## src/rtl/masked_affine_pipe_if.sv

```systemverilog
// masked_affine_pipe_if: valid/ready stream of Boolean-shared bytes plus refresh randomness
interface masked_affine_pipe_if #(parameter int SHARES = 2) ();
  logic                      in_valid;
  logic                      in_ready;
  logic [8*SHARES-1:0]       in_shares;
  logic [8*(SHARES-1)-1:0]   r;
  logic                      out_valid;
  logic                      out_ready;
  logic [8*SHARES-1:0]       out_shares;
  logic                      busy;
  modport master (output in_valid, in_shares, r, out_ready, input in_ready, out_valid, out_shares, busy);
  modport slave  (input in_valid, in_shares, r, out_ready, output in_ready, out_valid, out_shares, busy);
endinterface

```

## src/rtl/masked_affine_pipe.sv

```systemverilog
// masked_affine_pipe: share-wise AES affine map over a valid/ready register pipeline with input refresh
// Define MASKED_CLOCK_GATING_EN to load stage data only on real transfers.
module masked_affine_pipe #(
  parameter int SHARES  = 2,
  parameter int LATENCY = 2,
  parameter int MODE    = 0
) (
  input logic clk,
  input logic rst_n,
  masked_affine_pipe_if.slave bus
);
  localparam int W = 8 * SHARES;
  localparam logic [7:0] C = MODE == 0 ? 8'h63 : MODE == 1 ? 8'h05 : 8'h00;

  function automatic logic [7:0] aff(input logic [7:0] x);
    logic [7:0] b;
    for (int i = 0; i < 8; i++)
      b[i] = MODE == 0 ? x[i] ^ x[(i+4)%8] ^ x[(i+5)%8] ^ x[(i+6)%8] ^ x[(i+7)%8] :
             MODE == 1 ? x[(i+2)%8] ^ x[(i+5)%8] ^ x[(i+7)%8] : x[i];
    return b;
  endfunction

  // Linear part per share; the constant lands on share 0 only so it appears once in the unmasked value.
  function automatic logic [W-1:0] affs(input logic [W-1:0] s);
    logic [W-1:0] o;
    for (int j = 0; j < SHARES; j++) o[8*j +: 8] = aff(s[8*j +: 8]);
    o[7:0] = o[7:0] ^ C;
    return o;
  endfunction

  logic [LATENCY-1:0] v, tin, ld;
  logic [LATENCY:0]   rdy;
  logic [W-1:0]       d  [LATENCY];
  logic [W-1:0]       nd [LATENCY];
  logic [W-1:0]       rf;
  logic [7:0]         rx;

  always_comb begin
    rx = '0;
    rf = bus.in_shares;
    for (int j = 0; j < SHARES - 1; j++) begin
      rf[8*j +: 8] = rf[8*j +: 8] ^ bus.r[8*j +: 8];
      rx = rx ^ bus.r[8*j +: 8];
    end
    rf[W-8 +: 8] = rf[W-8 +: 8] ^ rx;
  end

  // A stage is ready if it or any stage downstream of it has a hole, or the sink accepts.
  always_comb begin
    rdy[LATENCY] = bus.out_ready;
    for (int k = 0; k < LATENCY; k++) begin
      rdy[k] = bus.out_ready;
      for (int j = k; j < LATENCY; j++) rdy[k] = rdy[k] | ~v[j];
    end
  end

  always_comb begin
    nd[0]  = LATENCY == 1 ? affs(rf) : rf;
    tin[0] = bus.in_valid & rdy[0];
    for (int k = 1; k < LATENCY; k++) begin
      nd[k]  = k == 1 ? affs(d[0]) : d[k-1];
      tin[k] = v[k-1] & rdy[k];
    end
`ifdef MASKED_CLOCK_GATING_EN
    ld = tin;
`else
    ld = tin | ~v;
`endif
  end

  always_ff @(posedge clk or negedge rst_n)
    if (!rst_n) begin
      v <= '0;
      for (int k = 0; k < LATENCY; k++) d[k] <= '0;
    end else begin
      for (int k = 0; k < LATENCY; k++) begin
        v[k] <= tin[k] | (v[k] & ~rdy[k+1]);
        if (ld[k]) d[k] <= nd[k];
      end
    end

  assign bus.in_ready   = rdy[0];
  assign bus.out_valid  = v[LATENCY-1];
  assign bus.out_shares = d[LATENCY-1];
  assign bus.busy       = |v;
endmodule

```

## src/flat_wrapper.sv

```systemverilog
// flat-port wrapper written by rule: the top's interface ports become plain ports
module masked_affine_pipe_flat 
#(
  parameter int SHARES  = 2,
  parameter int LATENCY = 2,
  parameter int MODE    = 0
)
  (clk, rst_n, bus_in_valid, bus_in_shares, bus_r, bus_out_ready, bus_in_ready, bus_out_valid, bus_out_shares, bus_busy);
  masked_affine_pipe_if #(.SHARES(SHARES)) bus_i ();
  input logic clk;
  input logic rst_n;
  input wire logic [$bits(bus_i.in_valid)-1:0] bus_in_valid;
  input wire logic [$bits(bus_i.in_shares)-1:0] bus_in_shares;
  input wire logic [$bits(bus_i.r)-1:0] bus_r;
  input wire logic [$bits(bus_i.out_ready)-1:0] bus_out_ready;
  output wire logic [$bits(bus_i.in_ready)-1:0] bus_in_ready;
  output wire logic [$bits(bus_i.out_valid)-1:0] bus_out_valid;
  output wire logic [$bits(bus_i.out_shares)-1:0] bus_out_shares;
  output wire logic [$bits(bus_i.busy)-1:0] bus_busy;
  assign bus_i.in_valid = bus_in_valid;
  assign bus_i.in_shares = bus_in_shares;
  assign bus_i.r = bus_r;
  assign bus_i.out_ready = bus_out_ready;
  assign bus_in_ready = bus_i.in_ready;
  assign bus_out_valid = bus_i.out_valid;
  assign bus_out_shares = bus_i.out_shares;
  assign bus_busy = bus_i.busy;
  masked_affine_pipe #(.SHARES(SHARES), .LATENCY(LATENCY), .MODE(MODE)) u_core (.clk(clk), .rst_n(rst_n), .bus(bus_i));
endmodule
```

## config.mk

```make
export PLATFORM = sky130hd
export DESIGN_NAME = masked_affine_pipe_flat
export DESIGN_NICKNAME = d
export VERILOG_FILES = /design/src/rtl/masked_affine_pipe_if.sv /design/src/rtl/masked_affine_pipe.sv /design/src/flat_wrapper.sv
export SDC_FILE = /design/constraint.sdc
export NUM_CORES = 1
export LEC_CHECK = 0
export ABC_CLOCK_PERIOD_IN_PS = 1600
export CORE_ASPECT_RATIO = 0.8
export CORE_UTILIZATION = 36
export DETAILED_ROUTE_END_ITERATION = 16
export GPL_TIMING_DRIVEN = 0
export PLACE_DENSITY = 0.62
export SETUP_SLACK_MARGIN = 0.5
export SLEW_MARGIN = 10
export SYNTH_ARGS = -nofsm -noshare
export SYNTH_HDL_FRONTEND = slang
export SYNTH_SLANG_ARGS = --single-unit
```

## constraint.sdc

```tcl
create_clock -name clk -period 1.6 [get_ports clk]
set_input_delay 0.24 -clock clk [delete_from_list [all_inputs] [get_ports clk]]
set_output_delay 0.24 -clock clk [all_outputs]
set_load 0.05 [all_outputs]
```

Word-level counts from Yosys, hierarchy flattened
Index checks and enable logic that the tools add are counted.
Cells by class
  bitwise gates (word level): 74
  reductions and logical operators: 1
Operators with widths (number)
  $xor 1x1->1: 56
  $xor 8x8->8: 2
  $or 1x1->1: 5
  $and 1x1->1: 4
  $not 1->1: 4
  $not 4->4: 1
  $not 2->2: 1
  $or 2x2->2: 1
  $reduce_or 2->1: 1
Word-level totals
  register bits after elaboration: 34
  input bits: 28
  output and inout port bits: 19
  logic and storage cells: 78

Depth between registers and ports, before layout
  depth in word-level cells: 5
  mapped depth: 4

Worst setup path after synthesis
No wires, ideal clock.
  kind: flip-flop to flip-flop
  start point: register u_core.v[1]
  end point: register u_core.d[16] (netlist bit)
  setup time: 125 ps
  arrival time: 1543 ps
  required time: 1475 ps
  setup slack: -68 ps
  stages on the path, launching flop included: 5
  period minus slack after synthesis: 1668 ps
  path through: dfrtp_1 > nor2b_2 > o21ai_4 > buf_4 > mux2_2
On the way
  cells in the longest elaborated chain, start to end: 4
RTL lines
  from (decl): line masked_affine_pipe.sv:31  | logic [LATENCY-1:0] v, tin, ld;
  from (signal, indexed assignment): line masked_affine_pipe.sv:77  | v[k] <= tin[k] | (v[k] & ~rdy[k+1]);
  $not 1->1: line masked_affine_pipe.sv:53  | for (int j = k; j < LATENCY; j++) rdy[k] = rdy[k] | ~v[j];
  $or 1x1->1: line masked_affine_pipe.sv:53
  $and 1x1->1: line masked_affine_pipe.sv:59  | tin[0] = bus.in_valid & rdy[0];
  $or 2x2->2: line masked_affine_pipe.sv:67  | ld = tin | ~v;
  to (signal, indexed assignment): line masked_affine_pipe.sv:78  | if (ld[k]) d[k] <= nd[k];
  to (decl): line masked_affine_pipe.sv:33  | logic [W-1:0] d [LATENCY];
Every way passes these cells.
A chain may end at the register's enable or synchronous reset.

Worst setup path in the final report
  start point: register u_core.v[1]
  end point: register u_core.d[21] (netlist bit)
Same word-level chain as after synthesis.

==> results.md <==
* Outcome: complete, but fails checks
* Failing checks: DRC
* Area grow syn2layout at 59.60%
* Met2 Use GR at 28.59%
* Crit path arrival time at 1550 ps
* Synth unique cells at 20
* Slew Limit Fails at 0
* Iter 0 DRT Violations at 44
* Top Ports at 47
* Mapped Avg Cell Area at 12.41 um^2
* Reg2reg setup slack at 220 ps
* Die width at 83.98 um
* GRT busiest layer: met2
* Final Net Count at 268
* Post-DP HPWL at 2949 um
* Max Clock Skew at 3.839 ps
* Detailed-route via count at 1,339
* Pwr Total at 5.712 mW
* Clock transition at path regs at 70 ps
* Met3 Use GR at 4.034%
* Num CTS Buffers at 5
* Setup CP Type: reg -> reg
* Final Setup Violations at 0
* Clk Latency, worst-skew pair at 290 ps
* Worst setup EP type: flip-flop
* Clock share of power at 11.7%
* Reg power frac at 24.4%
* Buffer depth of the longest clock path at 2
* Post-synthesis instance total at 156
* Port buffer count at 46
* Clock sink count at 34
* Gr usage total at 16.41%
* Pre-CTS setup slack at -389.6 ps
* First-pass GRT wire length at 6831 um
* Largest net degree at the start of global routing at 35
* CTS root buf: clkbuf_8
* Pint at 3.559 mW
* Logic pwr share at 63.9%
* Total negative setup slack at 0 ps
* Placed Instances at 264
* Post-Syn Nets at 184
* Hold crit path type: in -> async
* Antenna Cells at 0
* Die footprint at 5676 um^2
* Share of cells above drive strength 1 at 52.28%
* Leakage at 1.432 nW
* Sw frac at 37.70%
* Via density at 4.419
* Fillers at 419
* CTS tree: done
* CP Launch Type: flip-flop
* Met1 Resource Use GR at 19.68%
* Number of max-cap violations at 0
* Pre-Repair DR Iteration Count at 10
* Worst Max-Slew Pin Slew at 763.0 ps
* Final worst slack at 220.3 ps
* Hold_buf cts at 0
* Routed wire length per instance at 13.68 um
* Tmin final at 1380 ps
* Mapped Area at 1936 um^2
* Psw at 2.153 mW
* Sequential share of the synthesized area at 43.96%
* Std-Cell Rows at 23
* H-Tree Depth at 2
* Hold Fails Final Rpt at 0
* Tcrit/Tclk final at 86.23%
* Slew HR at 49.13%
* Total Wirelength at 4144 um
* Remaining Overflow, GRT at 0
* Synth Register Bits at 34
* Initial Utilization at 38.00%
* PD cells at 1849 nW/um^2
* Placer Congestion at 0.7756
* Routed Antenna Nets at 0
* Core Region at 5094 um^2
* RSZ-0062 raised after global routing: yes
* Die H at 67.59 um
* Worst Path Required at 1770 ps
* Crit-path max FO at 10
* Vias in the first global route at 1,432
* Residual DRC at 3
* Fin cells at 303
* Hold slack at 21.64 ps
* F_max at 0.7248 GHz
* Yosys warnings at 0
* Initial antenna violation count at 0
* Maximum vdd drop at 0.0004770 V
[synthesized netlist by cell type]
master    instances  area (um^2)
inv_1             1        3.750
or2_2             2        12.51
xnor2_2           2        32.53
mux2_1            1        11.26
xnor3_1           6        135.1
nand2_1          16        60.06
mux2_2           17        191.4
buf_4            17        127.6
xor2_1           18        157.7
a21boi_0          1        7.510
nor2b_2           1        8.760
clkbuf_1          2        7.510
o21ai_0           7        35.03
xnor2_1          20        175.2
o21ai_4           1        16.27
o21ai_2           4        35.03
dfrtp_1          34        850.8
xnor3_2           2        47.55
o21ai_1           3        15.01
buf_2             1        5.000
[power groups by stage]
stage                     combinational (mW)  clock, mW  sequential [mW]
after global routing                    3.84      0.727             1.43
after CTS                               3.47      0.682             1.38
final                                   3.65      0.670             1.39
after global placement                  2.66          0             1.37
after detailed placement                2.69          0             1.39
after floorplan                         2.07          0             1.33
[flip-flops by register name, summed over array words and instances (netlist names)]
register,cells
u_core.v,2
u_core.d,16
u_core.bus.out_shares,16
[layout make-up]
cell class                      instances  area (um^2)  share of cell area [%]
Multi-Input combinational cell        101         1044                   33.78
Sequential cell                        34        859.6                   27.83
Timing Repair Buffer                   77        785.8                   25.44
Buffer                                 20        224.0                   7.250
Clock buffer                            6        82.58                   2.673
Tap cell                               62        77.57                   2.511
Clock inverter                          2        12.51                  0.4050
Inverter                                1        3.754                  0.1215
[layout by cell type (no fill, tap or decap), types with 7 or more instances in the layout]
cell	count
xnor2_2	7
mux2_2	14
xor2_1	18
buf_6	23
o21ai_1	9
dfrtp_2	7
xnor2_1	13
clkdlybuf4s50_1	25
nand2_1	15
buf_8	17
buf_4	29
dfrtp_1	27
clkbuf_8	7
[metal layers]
layer	share of wire (%)	vias up
met5	0	-
met4	2.0	0
met3	4.7	9
met2	49	36
met1	44	629
li1	-	665
[kinds of logic after synthesis]
| family | after synthesis | synth area share (%) |
|---|---|---|
| AOI/OAI and AO/OA | 16 | 5.624 |
| and+or+nand+nor | 19 | 4.202 |
| DFF | 34 | 43.96 |
| buffers and inverters | 21 | 7.433 |
| xor gates and xnor gates | 48 | 28.31 |
| muxes | 18 | 10.47 |
[path summary, 6_finish.rpt]
check                                               from                  endpoint  cells after the start
max in group asynchronous                          rst_n              u_core.d[29]                      1
min in group clk                           bus_out_ready               u_core.v[0]                      4
worst min-delay path                               rst_n  u_core.bus.out_shares[7]                      1
worst max-delay path                         u_core.v[1]              u_core.d[21]                      4
worst max register to register               u_core.v[1]              u_core.d[21]                      4
worst min register to register  u_core.bus.out_shares[3]  u_core.bus.out_shares[3]                      2
[per-stage QoR]
| step | utilization [%] | cell area, um^2 |
|---|---|---|
| after detailed placement | 49.25 | 2509 |
| after CTS | 58.27 | 2968 |
| after global routing | 60.65 | 3089 |
| after global placement | 49.35 | 2514 |
| after floorplan | - | 1976 |
| final | 60.65 | 3089 |
[critical path: stages (launching register included)]
cell and delay, ps:
dfrtp_2 410, nor2b_4 150, o21ai_4 180, buf_6 180
mux2_2 350
[repair_timing]
| item | in CTS | in global routing |
|---|---|---|
| resized for setup | 180 | 16 |
| endpoints found under the hold margin | 0 | 0 |
| pin swaps | 12 | 6 |
| setup buffers | 24 | 7 |
| endpoints found under the setup margin | 51 | 51 |
Note: power is estimated with default switching activity, not from simulation.
